==> config.mk <==
export PLATFORM = sky130hd
export DESIGN_NAME = dram_port_arbiter_flat
export DESIGN_NICKNAME = d
export VERILOG_FILES = /design/src/rtl/dram_port_arbiter_pkg.sv /design/src/rtl/dram_port_arbiter_if.sv /design/src/rtl/dram_port_arbiter_rr_arb2.sv /design/src/rtl/dram_port_arbiter.sv /design/src/flat_wrapper.sv
export SDC_FILE = /design/constraint.sdc
export NUM_CORES = 1
export LEC_CHECK = 0
export CAP_MARGIN = 5
export CORE_MARGIN = 1.5
export CORE_UTILIZATION = 47
export DETAILED_ROUTE_END_ITERATION = 8
export HOLD_SLACK_MARGIN = 0.03
export PLACE_DENSITY_LB_ADDON = 0.1
export SYNTH_ARGS = -nofsm -noshare
export SYNTH_HDL_FRONTEND = slang
export SYNTH_SLANG_ARGS = --single-unit
==> constraint.sdc <==
create_clock -name clk -period 8.5 [get_ports clk]
set_input_delay 0.85 -clock clk [delete_from_list [all_inputs] [get_ports clk]]
set_output_delay 0.85 -clock clk [all_outputs]
set_load 0.01 [all_outputs]
==> src/rtl/dram_port_arbiter_pkg.sv <==
// Shared types and constants for the two-port DRAM arbiter.
package dram_port_arbiter_pkg;

    typedef enum logic [1:0] {
        StIdle,
        StCmd,
        StWait,
        StErrDone
    } state_e;

    localparam logic [3:0]  WE_B          = 4'b0001;
    localparam logic [3:0]  WE_H          = 4'b0011;
    localparam logic [3:0]  WE_W          = 4'b1111;
    localparam logic [31:0] ERR_RDATA_DEF = 32'hDEADBEEF;

    // A mask of zero is a read; anything else must be a byte, half or word write.
    function automatic logic we_legal(input logic [3:0] we);
        return (we == 4'b0000) || (we == WE_B) || (we == WE_H) || (we == WE_W);
    endfunction

endpackage

==> src/rtl/dram_port_arbiter_if.sv <==
// One requester port of the DRAM arbiter: level request in, ack/done pulses out.
interface dram_port_arbiter_if;

    logic        req;
    logic [31:0] addr;
    logic [31:0] wdata;
    logic [3:0]  we;
    logic        ack;
    logic        done;
    logic [31:0] rdata;

    modport master (
        output req, addr, wdata, we,
        input  ack, done, rdata
    );

    modport slave (
        input  req, addr, wdata, we,
        output ack, done, rdata
    );

endinterface

==> src/rtl/dram_port_arbiter_rr_arb2.sv <==
// Two-way grant selection with optional fixed priority and a round-robin pointer.
module dram_port_arbiter_rr_arb2 #(
    parameter int unsigned FIXED_PRIO = 0
) (
    input  logic       clk,
    input  logic       rst,
    input  logic [1:0] req,
    input  logic       take,
    output logic       gnt
);

    logic prefer;

    always_comb begin
        gnt = ~req[0];
        if ((FIXED_PRIO == 0) && req[0] && req[1]) begin
            gnt = prefer;
        end
    end

    // Next contested grant goes to the port opposite the one just granted.
    always_ff @(posedge clk or posedge rst) begin
        if (rst) begin
            prefer <= 1'b0;
        end else if (take) begin
            prefer <= ~gnt;
        end
    end

endmodule

==> src/rtl/dram_port_arbiter.sv <==
// Shares one single-word DRAM port between data-memory (port 0) and fetch/loader (port 1).
module dram_port_arbiter
    import dram_port_arbiter_pkg::*;
#(
    parameter int unsigned FIXED_PRIO  = 0,
    parameter int unsigned TIMEOUT_CYC = 4096,
    parameter logic [31:0] ERR_RDATA   = ERR_RDATA_DEF
) (
    input  logic                 clk,
    input  logic                 rst,
    input  logic                 calib_done,
    dram_port_arbiter_if.slave   p0,
    dram_port_arbiter_if.slave   p1,
    output logic                 dram_oe,
    output logic [31:0]          dram_addr,
    output logic [31:0]          dram_wdata,
    output logic [3:0]           dram_we,
    input  logic [31:0]          dram_rdata,
    input  logic                 dram_valid,
    input  logic                 dram_busy,
    output logic                 err_timeout,
    output logic                 err_proto
);

    localparam logic [31:0] WdLast = 32'(TIMEOUT_CYC) - 32'd1;

    state_e           state;
    logic             owner;
    logic [31:0]      wdog;
    logic [1:0]       ack_q;
    logic [1:0]       done_q;
    logic [1:0][31:0] rdata_q;

    logic [1:0]  req;
    logic        grant_ok;
    logic        win;
    logic [31:0] sel_addr;
    logic [31:0] sel_wdata;
    logic [3:0]  sel_we;
    logic        wd_fire;

    assign req       = {p1.req, p0.req};
    assign grant_ok  = (state == StIdle) && calib_done && !dram_busy && (req != 2'b00);
    assign sel_addr  = win ? p1.addr  : p0.addr;
    assign sel_wdata = win ? p1.wdata : p0.wdata;
    assign sel_we    = win ? p1.we    : p0.we;
    assign wd_fire   = (TIMEOUT_CYC != 0) && (wdog == WdLast);

    dram_port_arbiter_rr_arb2 #(
        .FIXED_PRIO(FIXED_PRIO)
    ) u_arb (
        .clk  (clk),
        .rst  (rst),
        .req  (req),
        .take (grant_ok),
        .gnt  (win)
    );

    always_ff @(posedge clk or posedge rst) begin
        if (rst) begin
            state       <= StIdle;
            owner       <= 1'b0;
            wdog        <= '0;
            ack_q       <= '0;
            done_q      <= '0;
            rdata_q     <= '0;
            dram_oe     <= 1'b0;
            dram_addr   <= '0;
            dram_wdata  <= '0;
            dram_we     <= '0;
            err_timeout <= 1'b0;
            err_proto   <= 1'b0;
        end else begin
            ack_q  <= '0;
            done_q <= '0;
            case (state)
                StIdle: begin
                    if (grant_ok) begin
                        owner      <= win;
                        dram_addr  <= sel_addr;
                        dram_wdata <= sel_wdata;
                        dram_we    <= sel_we;
                        ack_q[win] <= 1'b1;
                        // Illegal masks are acked but never reach the DRAM.
                        if (we_legal(sel_we)) begin
                            dram_oe <= 1'b1;
                            state   <= StCmd;
                        end else begin
                            err_proto <= 1'b1;
                            state     <= StErrDone;
                        end
                    end
                end
                StCmd: begin
                    dram_oe <= 1'b0;
                    wdog    <= '0;
                    state   <= StWait;
                end
                StWait: begin
                    if (!dram_busy) begin
                        done_q[owner] <= 1'b1;
                        if (dram_we == 4'b0000) begin
                            rdata_q[owner] <= dram_rdata;
                            if (!dram_valid) begin
                                err_proto <= 1'b1;
                            end
                        end
                        state <= StIdle;
                    end else if (wd_fire) begin
                        err_timeout    <= 1'b1;
                        done_q[owner]  <= 1'b1;
                        rdata_q[owner] <= ERR_RDATA;
                        state          <= StIdle;
                    end else begin
                        wdog <= wdog + 32'd1;
                    end
                end
                StErrDone: begin
                    done_q[owner]  <= 1'b1;
                    rdata_q[owner] <= ERR_RDATA;
                    state          <= StIdle;
                end
                default: state <= StIdle;
            endcase
        end
    end

    assign p0.ack   = ack_q[0];
    assign p1.ack   = ack_q[1];
    assign p0.done  = done_q[0];
    assign p1.done  = done_q[1];
    assign p0.rdata = rdata_q[0];
    assign p1.rdata = rdata_q[1];

endmodule

==> src/flat_wrapper.sv <==
// flat-port wrapper written by rule: the top's interface ports become plain ports
module dram_port_arbiter_flat import dram_port_arbiter_pkg::*;
#(
    parameter int unsigned FIXED_PRIO  = 0,
    parameter int unsigned TIMEOUT_CYC = 4096,
    parameter logic [31:0] ERR_RDATA   = ERR_RDATA_DEF
)
  (clk, rst, calib_done, dram_oe, dram_addr, dram_wdata, dram_we, dram_rdata, dram_valid, dram_busy, err_timeout, err_proto, p0_req, p0_addr, p0_wdata, p0_we, p0_ack, p0_done, p0_rdata, p1_req, p1_addr, p1_wdata, p1_we, p1_ack, p1_done, p1_rdata);
  dram_port_arbiter_if p0_i ();
  dram_port_arbiter_if p1_i ();
  input  logic clk;
  input  logic rst;
  input  logic calib_done;
  output logic dram_oe;
  output logic [31:0] dram_addr;
  output logic [31:0] dram_wdata;
  output logic [3:0] dram_we;
  input  logic [31:0] dram_rdata;
  input  logic dram_valid;
  input  logic dram_busy;
  output logic err_timeout;
  output logic err_proto;
  input wire logic [$bits(p0_i.req)-1:0] p0_req;
  input wire logic [$bits(p0_i.addr)-1:0] p0_addr;
  input wire logic [$bits(p0_i.wdata)-1:0] p0_wdata;
  input wire logic [$bits(p0_i.we)-1:0] p0_we;
  output wire logic [$bits(p0_i.ack)-1:0] p0_ack;
  output wire logic [$bits(p0_i.done)-1:0] p0_done;
  output wire logic [$bits(p0_i.rdata)-1:0] p0_rdata;
  input wire logic [$bits(p1_i.req)-1:0] p1_req;
  input wire logic [$bits(p1_i.addr)-1:0] p1_addr;
  input wire logic [$bits(p1_i.wdata)-1:0] p1_wdata;
  input wire logic [$bits(p1_i.we)-1:0] p1_we;
  output wire logic [$bits(p1_i.ack)-1:0] p1_ack;
  output wire logic [$bits(p1_i.done)-1:0] p1_done;
  output wire logic [$bits(p1_i.rdata)-1:0] p1_rdata;
  assign p0_i.req = p0_req;
  assign p0_i.addr = p0_addr;
  assign p0_i.wdata = p0_wdata;
  assign p0_i.we = p0_we;
  assign p0_ack = p0_i.ack;
  assign p0_done = p0_i.done;
  assign p0_rdata = p0_i.rdata;
  assign p1_i.req = p1_req;
  assign p1_i.addr = p1_addr;
  assign p1_i.wdata = p1_wdata;
  assign p1_i.we = p1_we;
  assign p1_ack = p1_i.ack;
  assign p1_done = p1_i.done;
  assign p1_rdata = p1_i.rdata;
  dram_port_arbiter #(.FIXED_PRIO(FIXED_PRIO), .TIMEOUT_CYC(TIMEOUT_CYC), .ERR_RDATA(ERR_RDATA)) u_core (.clk(clk), .rst(rst), .calib_done(calib_done), .p0(p0_i), .p1(p1_i), .dram_oe(dram_oe), .dram_addr(dram_addr), .dram_wdata(dram_wdata), .dram_we(dram_we), .dram_rdata(dram_rdata), .dram_valid(dram_valid), .dram_busy(dram_busy), .err_timeout(err_timeout), .err_proto(err_proto));
endmodule
==> metrics.json, run 1 <==
{
  "dr.max_layer_used": {"value": "met5"},
  "slew_violations": {"value": 0},
  "arrival": {"value": 3.80, "unit": "ns"},
  "period_share": {"value": 40.6, "unit": "%"},
  "critPathLaunchType": {"value": "input pin"},
  "gp_congestion": {"value": 0.809},
  "setup_ws": {"value": 5.05, "unit": "ns"},
  "rsz_0062_raised_after_global_routing": {"value": "false"},
  "detailedRoute.firstIterationViolations": {"value": 252},
  "cap_violations": {"value": 0},
  "critical_path.startpoint": {"value": "p0_req"},
  "cts_resized": {"value": 0},
  "synth_cells": {"value": 691},
  "synth_area_leaders": {"value": "sky130_fd_sc_hd__dfrtp_1 (56%), sky130_fd_sc_hd__mux2i_1 (9.4%), sky130_fd_sc_hd__mux2_2 (8.6%)"},
  "boundaryPins": {"value": 314},
  "grt_pass1_vias": {"value": 6250},
  "floorplan.rows": {"value": 47},
  "worst_hold_class": {"value": "register to register"},
  "area.growth.synth_to_final": {"value": 49.8, "unit": "%"},
  "nets": {"value": 1167},
  "maxClockFrequency": {"value": 290, "unit": "MHz"},
  "cpMaxStageDelayCell": {"value": "sky130_fd_sc_hd__buf_4"},
  "final_area": {"value": 11800, "unit": "um^2"},
  "path_class": {"value": "input pin to register"},
  "final-setup-viol-count": {"value": 0},
  "required": {"value": 8.84, "unit": "ns"},
  "cts_root_buf": {"value": "sky130_fd_sc_hd__clkbuf_16"},
  "finalWorstPathRequiredPeriod": {"value": 3.45, "unit": "ns"},
  "p_leak": {"value": 5.08, "unit": "nW"},
  "pin_count_of_the_biggest_net_entering_global_routing": {"value": 129},
  "postCtsHoldBufs": {"value": 0},
  "placeableCoreArea": {"value": 16500, "unit": "um^2"},
  "setup.worst_path.end": {"value": "u_core.state[1]"},
  "wl_per_cell": {"value": 17.5, "unit": "um"},
  "yosysWarnings": {"value": 0},
  "floorplan.die.height": {"value": 132, "unit": "um"},
  "timing.critical_path.depth": {"value": 7},
  "synth_seq_area_share": {"value": 55.6, "unit": "%"},
  "cts.htree.levels": {"value": 4},
  "count_of_vias_placed_by_the_detailed_router": {"value": 6377},
  "drt-total-wl": {"value": 21.5, "unit": "mm"},
  "postSynth.topFlopCell": {"value": "sky130_fd_sc_hd__dfrtp_1"},
  "clk_pin_slew": {"value": 0.06, "unit": "ns"},
  "timing.hold.worst.start": {"value": "u_core.err_timeout"},
  "gr-usage-all-layers": {"value": 25.2, "unit": "%"},
  "tightestPinTransition": {"value": 1.09, "unit": "ns"},
  "path_delay_family": {"value": "compound AO/OA/AOI/OAI gates"},
  "cts_inserted_buffers": {"value": 17},
  "worst-r2r-cell-count": {"value": 6},
  "final_cells": {"value": 1225},
  "synth_nets": {"value": 867},
  "start_util": {"value": 47.9, "unit": "%"},
  "postPlaceCellArea": {"value": 11200, "unit": "um^2"},
  "dp_hpwl": {"value": 15.5, "unit": "mm"},
  "pwr_density_cell": {"value": 278, "unit": "nW/um^2"},
  "grt_first_pass_wirelength": {"value": 34.0, "unit": "mm"},
  "cts_tree": {"value": "done"},
  "netlist.top_cell.by_area": {"value": "sky130_fd_sc_hd__dfrtp_1"},
  "die_width": {"value": 132, "unit": "um"},
  "power.switching": {"value": 0.000967, "unit": "W"},
  "number_of_cells_in_the_design_after_placement": {"value": 1192},
  "avgSynthCellArea": {"value": 11.4, "unit": "um^2"},
  "synth_enable_flop_cells": {"value": 0},
  "seqPwrFrac": {"value": 38.7, "unit": "%"},
  "synth.lib_cells_used.distinct": {"value": 47},
  "drcViolationCount": {"value": 0},
  "number_of_nets_still_failing_antenna_checks_after_routing": {"value": 0},
  "grt_antenna_before_repair": {"value": 2},
  "dr_wl_met3": {"value": 1.81, "unit": "mm"},
  "postCtsSetupRepairBufs": {"value": 0},
  "reg2reg_setup_slack": {"value": 5.62, "unit": "ns"},
  "routed_via_density": {"value": 5.21},
  "clk-insertion-delay-late": {"value": 0.42, "unit": "ns"},
  "clock_sinks": {"value": 175},
  "clock_skew": {"value": 0.0105, "unit": "ns"},
  "synth-async-reset-ratio": {"value": 100, "unit": "%"},
  "power_frac_comb": {"value": 37.0, "unit": "%"},
  "crit_path_end_kind": {"value": "register"},
  "clkPwrFrac": {"value": 24.2, "unit": "%"},
  "total_negative_setup_slacks": {"value": 0, "unit": "ns"},
  "cts_buffer_depth": {"value": 2},
  "worstPathBufferInverterCount": {"value": 2},
  "max_slew_margin": {"value": 27.4, "unit": "%"},
  "run_status": {"value": "finished, final reports clean"},
  "total_power": {"value": 0.00328, "unit": "W"},
  "crit_chain": {"value": "clkdlybuf4s50_1, a21boi_4, buf_4, o311ai_0, a21oi_1, nor2_1, o21ai_0"},
  "proportion_of_layout_cells_with_a_drive_suffix_above_1": {"value": 11.4, "unit": "%"},
  "max-vdd-ir-drop": {"value": 0.000168, "unit": "V"},
  "met2RoutedLength": {"value": 10.9, "unit": "mm"},
  "port_buffers": {"value": 313},
  "synthesized_cell_area": {"value": 7880, "unit": "um^2"},
  "hold-path-cell-count": {"value": 1},
  "final-hold-violation-count": {"value": 0},
  "switching_share": {"value": 29.5, "unit": "%"},
  "preCtsSetupSlack": {"value": 4.60, "unit": "ns"},
  "ys_ff_latch": {"value": 175},
  "met1_wire_length": {"value": 8.18, "unit": "mm"},
  "power_report.internal_total": {"value": 0.00231, "unit": "W"},
  "r2r-end": {"value": "u_core.state[1]"},
  "gr-total-overflow": {"value": 0},
  "yosys_top_cell_area_share": {"value": 55.6, "unit": "%"},
  "cp_max_fo": {"value": 51},
  "regToRegStartpoint": {"value": "u_core.u_arb.prefer"},
  "dr.pass1.iters": {"value": 4},
  "highest_cell_delay_on_the_worst_timing_path": {"value": 0.81, "unit": "ns"},
  "die_area": {"value": 17600, "unit": "um^2"}
}
[cell families (layout without fill, tap and decap cells)]
| group | count (synthesis) | count (layout) | share of synthesized area [%] |
|---|---|---|---|
| flip-flops | 175 | 175 | 55.6 |
| XOR/XNOR | 8 | 8 | 0.889 |
| AND/OR/NAND/NOR | 206 | 206 | 13.1 |
| adder cells (fa/ha/maj) | 1 | 1 | 0.159 |
| other | 0 | 1 | 0 |
| multiplexers | 138 | 138 | 18.7 |
| buffers and inverters | 47 | 360 | 2.84 |
| AO/OA/AOI/OAI | 116 | 116 | 8.68 |
[stage by stage]
stage                     hold slack (ns)  util [%]
after floorplan                     0.444         -
after global placement              0.452      68.0
after detailed placement            0.465      68.0
after CTS                           0.480      71.7
after global routing                0.491      71.7
final                               0.476      71.7
[per-layer routing]
| layer | track usage, % | vias to the layer above |
|---|---|---|
| met5 | 0 | - |
| met4 | 9.89 | 2 |
| met3 | 8.97 | 38 |
| met2 | 43.0 | 232 |
| met1 | 29.1 | 3056 |
| li1 | - | 3049 |
[Yosys cell counts, types with 2 or more instances]
| cell type | instances |
|---|---|
| sky130_fd_sc_hd__mux2i_1 | 74 |
| sky130_fd_sc_hd__nor4b_1 | 2 |
| sky130_fd_sc_hd__xor2_1 | 7 |
| sky130_fd_sc_hd__nor2b_1 | 3 |
| sky130_fd_sc_hd__mux2_4 | 4 |
| sky130_fd_sc_hd__o311ai_0 | 3 |
| sky130_fd_sc_hd__o21ai_2 | 2 |
| sky130_fd_sc_hd__and3_1 | 5 |
| sky130_fd_sc_hd__o41ai_1 | 2 |
| sky130_fd_sc_hd__nor3_1 | 5 |
| sky130_fd_sc_hd__nand2b_1 | 27 |
| sky130_fd_sc_hd__clkbuf_1 | 26 |
| sky130_fd_sc_hd__buf_6 | 6 |
| sky130_fd_sc_hd__or4_1 | 2 |
| sky130_fd_sc_hd__and2_1 | 10 |
| sky130_fd_sc_hd__inv_1 | 7 |
| sky130_fd_sc_hd__a21oi_1 | 7 |
| sky130_fd_sc_hd__buf_1 | 6 |
| sky130_fd_sc_hd__nand3_1 | 15 |
| sky130_fd_sc_hd__and4_1 | 2 |
| sky130_fd_sc_hd__nand2_1 | 91 |
| sky130_fd_sc_hd__o21ai_0 | 77 |
| sky130_fd_sc_hd__mux2_2 | 60 |
| sky130_fd_sc_hd__buf_2 | 2 |
| sky130_fd_sc_hd__or3_1 | 2 |
| sky130_fd_sc_hd__o211ai_1 | 9 |
| sky130_fd_sc_hd__nor2_1 | 16 |
| sky130_fd_sc_hd__nor4_1 | 9 |
| sky130_fd_sc_hd__dfrtp_1 | 175 |
| sky130_fd_sc_hd__nand4_1 | 11 |
| sky130_fd_sc_hd__o31ai_1 | 8 |
[layout by cell type, fill, tap and decap left out, types with 2 or more instances in the layout]
master                            netlist  routed
sky130_fd_sc_hd__o21ai_4                0       3
sky130_fd_sc_hd__nor4b_1                2       2
sky130_fd_sc_hd__or4_1                  2       2
sky130_fd_sc_hd__bufinv_16              0       2
sky130_fd_sc_hd__clkbuf_16              0      17
sky130_fd_sc_hd__nor2b_1                3       3
sky130_fd_sc_hd__inv_1                  7       6
sky130_fd_sc_hd__nor4_1                 9       9
sky130_fd_sc_hd__o211ai_1               9       9
sky130_fd_sc_hd__clkinv_4               0       3
sky130_fd_sc_hd__o311ai_0               3       3
sky130_fd_sc_hd__clkdlybuf4s50_1        0     313
sky130_fd_sc_hd__and3_1                 5       5
sky130_fd_sc_hd__and4_1                 2       2
sky130_fd_sc_hd__nand3_1               15      15
sky130_fd_sc_hd__clkbuf_8               0       5
sky130_fd_sc_hd__nand2_1               91      91
sky130_fd_sc_hd__dfrtp_1              175     175
sky130_fd_sc_hd__buf_4                  0       8
sky130_fd_sc_hd__nor2_1                16      16
sky130_fd_sc_hd__xor2_1                 7       7
sky130_fd_sc_hd__clkbuf_1              26       2
sky130_fd_sc_hd__o21ai_0               77      77
sky130_fd_sc_hd__clkinv_2               0       2
sky130_fd_sc_hd__mux2i_1               74      74
sky130_fd_sc_hd__mux2_2                60      60
sky130_fd_sc_hd__mux2_4                 4       4
sky130_fd_sc_hd__nand2b_1              27      27
sky130_fd_sc_hd__nand4_1               11      11
sky130_fd_sc_hd__nor3_1                 5       5
sky130_fd_sc_hd__a21oi_1                7       6
sky130_fd_sc_hd__o31ai_1                8       8
sky130_fd_sc_hd__or3_1                  2       2
sky130_fd_sc_hd__o41ai_1                2       2
sky130_fd_sc_hd__and2_1                10      10
[power groups by stage]
stage	clock network, W	registers (W)	logic, W
floorplan	0	0.00139	0.000359
global placement	0	0.00127	0.00121
detailed placement	0	0.00128	0.00122
CTS	0.000808	0.00127	0.00123
global route	0.000843	0.00131	0.00130
finish	0.000794	0.00127	0.00121
[worst min path at each step]
| stage | end | slack (ns) |
|---|---|---|
| finish | u_core.err_timeout | 0.48 |
| global route | u_core.err_timeout | 0.49 |
| detailed placement | u_core.err_timeout | 0.46 |
| global placement | u_core.err_timeout | 0.45 |
| CTS | u_core.err_timeout | 0.48 |
| floorplan | u_core.u_arb.prefer | 0.44 |
[final cells by class]
cell class	instances	area, um^2
inverter	7	31.3
tap	220	275
antenna	1	2.50
timing repair buffer	321	3190
multi-input combinational	469	3320
sequential	175	4380
clock inverter	8	104
clock buffer	24	502
fill	1267	4660
[state kept, by name (all words and copies together) (netlist names), 2 cells and up]
| name | flops |
|---|---|
| u_core.dram_addr | 32 |
| u_core.dram_wdata | 32 |
| u_core.p0.rdata | 32 |
| u_core.p1.rdata | 32 |
| u_core.wdog | 32 |
| u_core.dram_we | 4 |
| u_core.ack_q | 2 |
| u_core.done_q | 2 |
| u_core.state | 2 |
No activity file was read; power rests on OpenSTA's default activity.
==> inputs of run 2 (changes only) <==
Settings changed: CORE_UTILIZATION 47 to 44.
Clock period 8.5 ns to 3.5 ns, I/O delays scaled along.
==> run 2 against run 1 <==
Largest cell class unchanged. Utilization is 3.6 points lower. First-iteration DRC count is 33% higher. Register-to-register slack worse by 4.6 ns. Worst setup slack worse by 4.1 ns. Final area is 0.45% higher. Cell count is 0.73% higher. Worst hold slack worse by 0.015 ns. Die area is 6.7% higher. Critical endpoint is now u_core.wdog[10]. Flip-flop and latch count stayed put. Sequential power is 140% higher. Clock skew is 0.0030 ns higher.
==> metrics.json, run 2 (same netlist as run 1, synthesis figures left out) <==
{
  "final_common_cell": {"value": "sky130_fd_sc_hd__clkdlybuf4s50_1"},
  "highest_cell_delay_on_the_worst_timing_path": {"value": 0.70, "unit": "ns"},
  "leading_cell_types_in_the_layout_fill_and_taps_excluded": {"value": "sky130_fd_sc_hd__clkdlybuf4s50_1 (313), sky130_fd_sc_hd__dfrtp_1 (175), sky130_fd_sc_hd__nand2_1 (91)"},
  "maxClockFrequency": {"value": 396, "unit": "MHz"},
  "arrival": {"value": 2.83, "unit": "ns"},
  "path_class": {"value": "register to register"},
  "proportion_of_layout_cells_with_a_drive_suffix_above_1": {"value": 11.8, "unit": "%"},
  "cpMaxStageDelayCell": {"value": "sky130_fd_sc_hd__o31ai_4"},
  "crit_path_end_kind": {"value": "register"},
  "detailedRoute.firstIterationViolations": {"value": 335},
  "cts_root_buf": {"value": "sky130_fd_sc_hd__clkbuf_16"},
  "area.growth.synth_to_final": {"value": 50.5, "unit": "%"},
  "final-setup-viol-count": {"value": 0},
  "total_power": {"value": 0.00802, "unit": "W"},
  "clk_pin_slew": {"value": 0.07, "unit": "ns"},
  "cts.htree.levels": {"value": 4},
  "period_share": {"value": 72.2, "unit": "%"},
  "clk-insertion-delay-late": {"value": 0.43, "unit": "ns"},
  "total_negative_setup_slacks": {"value": 0, "unit": "ns"},
  "pwr_density_cell": {"value": 677, "unit": "nW/um^2"},
  "reg2reg_setup_slack": {"value": 0.97, "unit": "ns"},
  "regToRegStartpoint": {"value": "u_core.wdog[0]"},
  "final-hold-violation-count": {"value": 0},
  "postCtsSetupRepairBufs": {"value": 0},
  "nets": {"value": 1171},
  "die_area": {"value": 18700, "unit": "um^2"},
  "worstPathBufferInverterCount": {"value": 0},
  "required": {"value": 3.80, "unit": "ns"},
  "wl_per_cell": {"value": 17.9, "unit": "um"},
  "start_util": {"value": 45.3, "unit": "%"},
  "postCtsHoldBufs": {"value": 0},
  "hold_ws": {"value": 0.462, "unit": "ns"},
  "p_leak": {"value": 5.10, "unit": "nW"},
  "clock_skew": {"value": 0.0135, "unit": "ns"},
  "clock_sinks": {"value": 175},
  "dr_wl_met3": {"value": 1.81, "unit": "mm"},
  "final_cells": {"value": 1234},
  "rsz_0062_raised_after_global_routing": {"value": "false"},
  "boundaryPins": {"value": 314},
  "dr.pass1.iters": {"value": 4},
  "cap_violations": {"value": 0},
  "gp_congestion": {"value": 0.763},
  "max_slew_margin": {"value": 27.8, "unit": "%"},
  "worst_hold_class": {"value": "input pin to asynchronous set/reset pin"},
  "cp_max_fo": {"value": 24},
  "met1_wire_length": {"value": 8.50, "unit": "mm"},
  "floorplan.die.height": {"value": 137, "unit": "um"},
  "critical_path.startpoint": {"value": "u_core.wdog[0]"},
  "grt_antenna_before_repair": {"value": 2},
  "gr-usage-all-layers": {"value": 24.3, "unit": "%"},
  "drt-total-wl": {"value": 22.1, "unit": "mm"},
  "cts_inserted_buffers": {"value": 17},
  "placeableCoreArea": {"value": 17400, "unit": "um^2"},
  "floorplan.rows": {"value": 48},
  "r2r-end": {"value": "u_core.wdog[10]"},
  "pin_count_of_the_biggest_net_entering_global_routing": {"value": 116},
  "dr.max_layer_used": {"value": "met5"},
  "port_buffers": {"value": 313},
  "max-vdd-ir-drop": {"value": 0.000379, "unit": "V"},
  "die_width": {"value": 137, "unit": "um"},
  "critPathLaunchType": {"value": "register"},
  "tightestPinTransition": {"value": 1.08, "unit": "ns"},
  "grt_pass1_vias": {"value": 6323},
  "met2RoutedLength": {"value": 11.4, "unit": "mm"},
  "cts_buffer_depth": {"value": 2},
  "cts_tree": {"value": "done"},
  "gr-total-overflow": {"value": 0},
  "crit_chain": {"value": "ha_1, nand2_1, or4_4, o31ai_4, o311ai_0, o41ai_1"},
  "layout.filler_cells": {"value": 1347},
  "grt_first_pass_wirelength": {"value": 34.3, "unit": "mm"},
  "path_delay_family": {"value": "compound AO/OA/AOI/OAI gates"},
  "drcViolationCount": {"value": 0},
  "number_of_cells_in_the_design_after_placement": {"value": 1201},
  "setup_ws": {"value": 0.972, "unit": "ns"},
  "worst-r2r-cell-count": {"value": 6},
  "finalWorstPathRequiredPeriod": {"value": 2.53, "unit": "ns"},
  "dp_hpwl": {"value": 16.1, "unit": "mm"},
  "number_of_nets_still_failing_antenna_checks_after_routing": {"value": 0},
  "routed_via_density": {"value": 5.09},
  "cts_resized": {"value": 0},
  "preCtsSetupSlack": {"value": 0.686, "unit": "ns"},
  "run_status": {"value": "finished, final reports clean"},
  "count_of_vias_placed_by_the_detailed_router": {"value": 6279},
  "slew_violations": {"value": 0}
}
[run 2: final cells by class]
type | count | area [um^2] | share of cell area [%]
sequential | 175 | 4380 | 36.9
multi-input combinational | 469 | 3300 | 27.9
timing repair buffer | 325 | 3250 | 27.4
clock buffer | 19 | 453 | 3.82
tap | 225 | 282 | 2.37
clock inverter | 12 | 158 | 1.33
inverter | 7 | 30.0 | 0.253
antenna | 2 | 5.00 | 0.0422
[run 2: where the power goes]
group	total [W]	internal, W	leakage, nW	switching [W]
Combinational	0.00296	0.00177	2.64	0.00119
Clock	0.00197	0.00116	0.292	0.000809
Sequential	0.00309	0.00270	2.16	0.000392
Total	0.00802	0.00563	5.10	0.00239
[run 2: through the flow]
step	area, um^2	util, %
finish	11900	68.1
global route	11900	68.1
CTS	11900	68.1
detailed placement	11200	64.6
global placement	11200	64.6
floorplan	7890	-
[run 2: worst max path at each step]
stage | endpoint | slack (ns) | cells after the start
2_1_floorplan | u_core.ack_q[0] | 0.91 | 1
3_3_place_gp | u_core.dram_wdata[3] | 0.82 | 6
3_5_place_dp | u_core.dram_wdata[5] | 0.69 | 6
4_1_cts | u_core.wdog[10] | 0.96 | 6
5_1_grt | u_core.wdog[10] | 0.76 | 6
6_report | u_core.wdog[10] | 0.97 | 6
[run 2: worst reg2reg max path: cells and delay by family (launching register included)]
kind,cells,cell delay [ns]
and+or+nand+nor,2,0.66
adders and majority gates,1,0.25
DFF,1,0.45
AOI/OAI and AO/OA,3,1.05
[run 2: routing by layer]
metal	track usage (%)	vias up
li1	-	3054
met1	28.5	3002
met2	41.0	189
met3	9.41	32
met4	7.89	2
met5	0	-
==> inputs of run 3 (changes only) <==
Settings changed: CORE_UTILIZATION 44 to 40.
Clock period 3.5 ns to 2.1 ns, I/O delays scaled along.
==> run 3 against run 2 <==
Critical endpoint is now u_core.p0.rdata[24]. Worst hold slack worse by 0.30 ns. Sequential power up 66%. Register-to-register slack worse by 0.93 ns. Critical path depth up 1. Global-route usage down 2.3 points. Total power up 67%. Clock-buffer cell count down 2. Fmax up 23%. Worst setup slack worse by 0.93 ns.
==> metrics.json, run 3 (same netlist as run 1, synthesis figures left out) <==
{
  "gr-total-overflow": {"value": 0},
  "number_of_nets_still_failing_antenna_checks_after_routing": {"value": 0},
  "drcViolationCount": {"value": 0},
  "grt_antenna_before_repair": {"value": 0},
  "max-vdd-ir-drop": {"value": 0.000698, "unit": "V"},
  "met3_resource_use_gr": {"value": 8.90, "unit": "%"},
  "leading_cell_types_in_the_layout_fill_and_taps_excluded": {"value": "sky130_fd_sc_hd__clkdlybuf4s50_1 (313), sky130_fd_sc_hd__dfrtp_1 (175), sky130_fd_sc_hd__nand2_1 (89)"},
  "clk_pin_slew": {"value": 0.07, "unit": "ns"},
  "final_area": {"value": 12400, "unit": "um^2"},
  "placeableCoreArea": {"value": 19400, "unit": "um^2"},
  "grt.met1_usage": {"value": 26.7, "unit": "%"},
  "grt_first_pass_wirelength": {"value": 34.5, "unit": "mm"},
  "antennaDiodeCount": {"value": 0},
  "rsz_0062_raised_after_global_routing": {"value": "true"},
  "postPlaceCellArea": {"value": 11700, "unit": "um^2"},
  "cts_inserted_buffers": {"value": 17},
  "path_class": {"value": "register to register"},
  "p_leak": {"value": 5.37, "unit": "nW"},
  "gr-usage-all-layers": {"value": 22.0, "unit": "%"},
  "die_area": {"value": 20600, "unit": "um^2"},
  "floorplan.die.height": {"value": 143, "unit": "um"},
  "final_common_cell": {"value": "sky130_fd_sc_hd__clkdlybuf4s50_1"},
  "clock_skew": {"value": 0.0168, "unit": "ns"},
  "setup_ws": {"value": 0.0459, "unit": "ns"},
  "cap_violations": {"value": 0},
  "final-setup-viol-count": {"value": 0},
  "final-hold-violation-count": {"value": 0},
  "area.growth.synth_to_final": {"value": 57.1, "unit": "%"},
  "proportion_of_layout_cells_with_a_drive_suffix_above_1": {"value": 15.9, "unit": "%"},
  "clk-insertion-delay-late": {"value": 0.44, "unit": "ns"},
  "layout.filler_cells": {"value": 1647},
  "routed_via_density": {"value": 4.89},
  "cts.htree.levels": {"value": 4},
  "wl_per_cell": {"value": 16.9, "unit": "um"},
  "tightestPinTransition": {"value": 0.535, "unit": "ns"},
  "finalWorstPathRequiredPeriod": {"value": 2.05, "unit": "ns"},
  "preCtsSetupSlack": {"value": 0.0127, "unit": "ns"},
  "boundaryPins": {"value": 314},
  "maxClockFrequency": {"value": 487, "unit": "MHz"},
  "count_of_vias_placed_by_the_detailed_router": {"value": 6424},
  "grtUsageMet2": {"value": 36.0, "unit": "%"},
  "cts_tree": {"value": "done"},
  "max_slew_margin": {"value": 64.2, "unit": "%"},
  "globalRoute.busiestLayer": {"value": "met2"},
  "sequential_cell_area": {"value": 4380, "unit": "um^2"},
  "slew_violations": {"value": 0},
  "cts_buffer_depth": {"value": 2},
  "drt-total-wl": {"value": 22.2, "unit": "mm"},
  "clock_sinks": {"value": 175},
  "die_width": {"value": 143, "unit": "um"},
  "run_status": {"value": "finished, final reports clean"},
  "dr.pass1.iters": {"value": 4},
  "gp_congestion": {"value": 0.785},
  "cts_root_buf": {"value": "sky130_fd_sc_hd__clkbuf_16"},
  "detailedRoute.firstIterationViolations": {"value": 179},
  "start_util": {"value": 40.6, "unit": "%"},
  "critPathLaunchType": {"value": "register"},
  "multi_input_area": {"value": 3350, "unit": "um^2"},
  "worst-r2r-cell-count": {"value": 7},
  "crit_path_end_kind": {"value": "register"},
  "port_buffers": {"value": 313},
  "pin_count_of_the_biggest_net_entering_global_routing": {"value": 56},
  "floorplan.rows": {"value": 51},
  "grt_pass1_vias": {"value": 6393},
  "worst_hold_class": {"value": "input pin to asynchronous set/reset pin"},
  "nets": {"value": 1212},
  "pwr_density_cell": {"value": 1080, "unit": "nW/um^2"},
  "period_share": {"value": 97.8, "unit": "%"},
  "cp_max_fo": {"value": 8},
  "dp_hpwl": {"value": 16.4, "unit": "mm"},
  "arrival": {"value": 2.37, "unit": "ns"},
  "required": {"value": 2.41, "unit": "ns"},
  "postCtsHoldBufs": {"value": 0}
}
run 3: power breakdown:
part / internal, W / switching [W] / total, W
Combinational: 0.00307 / 0.00203 / 0.00510
Sequential: 0.00450 / 0.000630 / 0.00513
Clock: 0.00170 / 0.00150 / 0.00320
Total: 0.00927 / 0.00416 / 0.0134
run 3: final cells by class:
| cell class | count | area share (%) |
|---|---|---|
| multi-input cells | 469 | 27.0 |
| inverters | 7 | 0.243 |
| well taps | 265 | 2.68 |
| clock buffers | 17 | 3.44 |
| repair buffers | 366 | 29.9 |
| flip-flops and latches | 175 | 35.4 |
| clock inverters | 15 | 1.34 |
run 3: critical path: stages, from the launching register on:
cell and delay (ns):
sky130_fd_sc_hd__dfrtp_1 0.37, sky130_fd_sc_hd__ha_2 0.19, sky130_fd_sc_hd__nand2_2 0.05, sky130_fd_sc_hd__or4_4 0.45
sky130_fd_sc_hd__nor3_4 0.26, sky130_fd_sc_hd__o21ai_4 0.13, sky130_fd_sc_hd__clkbuf_16 0.19, sky130_fd_sc_hd__mux2_4 0.29
run 3: stage by stage:
step	setup TNS (ns)	hold slack, ns	power, W	cells	util, %
floorplan	-61.03	0.406	0.00710	691	-
global placement	0	0.456	0.0102	1277	60.3
detailed placement	0	0.459	0.0103	1277	60.3
CTS	0	0.167	0.0136	1309	63.4
global route	-0.0999	0.183	0.0142	1314	63.8
finish	0	0.164	0.0134	1314	63.8
run 3: per-layer routing:
| layer | wire (um) | part of all wire, % | vias to the layer above |
|---|---|---|---|
| li1 | - | - | 3145 |
| met4 | 269 | 1.2 | 0 |
| met5 | 0 | 0 | - |
| met2 | 11100 | 50 | 209 |
| met3 | 1900 | 8.5 | 17 |
| met1 | 8920 | 40 | 3053 |
run 3: worst paths after layout:
check | from | to | slack, ns
min in group clk | p1_addr[11] | u_core.dram_addr[11] | 0.40
min reg2reg | u_core.err_timeout | u_core.err_timeout | 0.47
min | rst | u_core.p1.rdata[6] | 0.16
max in group asynchronous | rst | u_core.dram_wdata[7] | 1.27
max reg2reg | u_core.wdog[1] | u_core.p0.rdata[24] | 0.05
max | u_core.wdog[1] | u_core.p0.rdata[24] | 0.05
run 3: what timing repair did:
action                                  in CTS  in global routing
cloned                                       0                  2
gates resized for setup                      0                  6
setup buffers                                0                  3
pin swaps                                    1                  1
endpoints found under the setup margin       1                 45
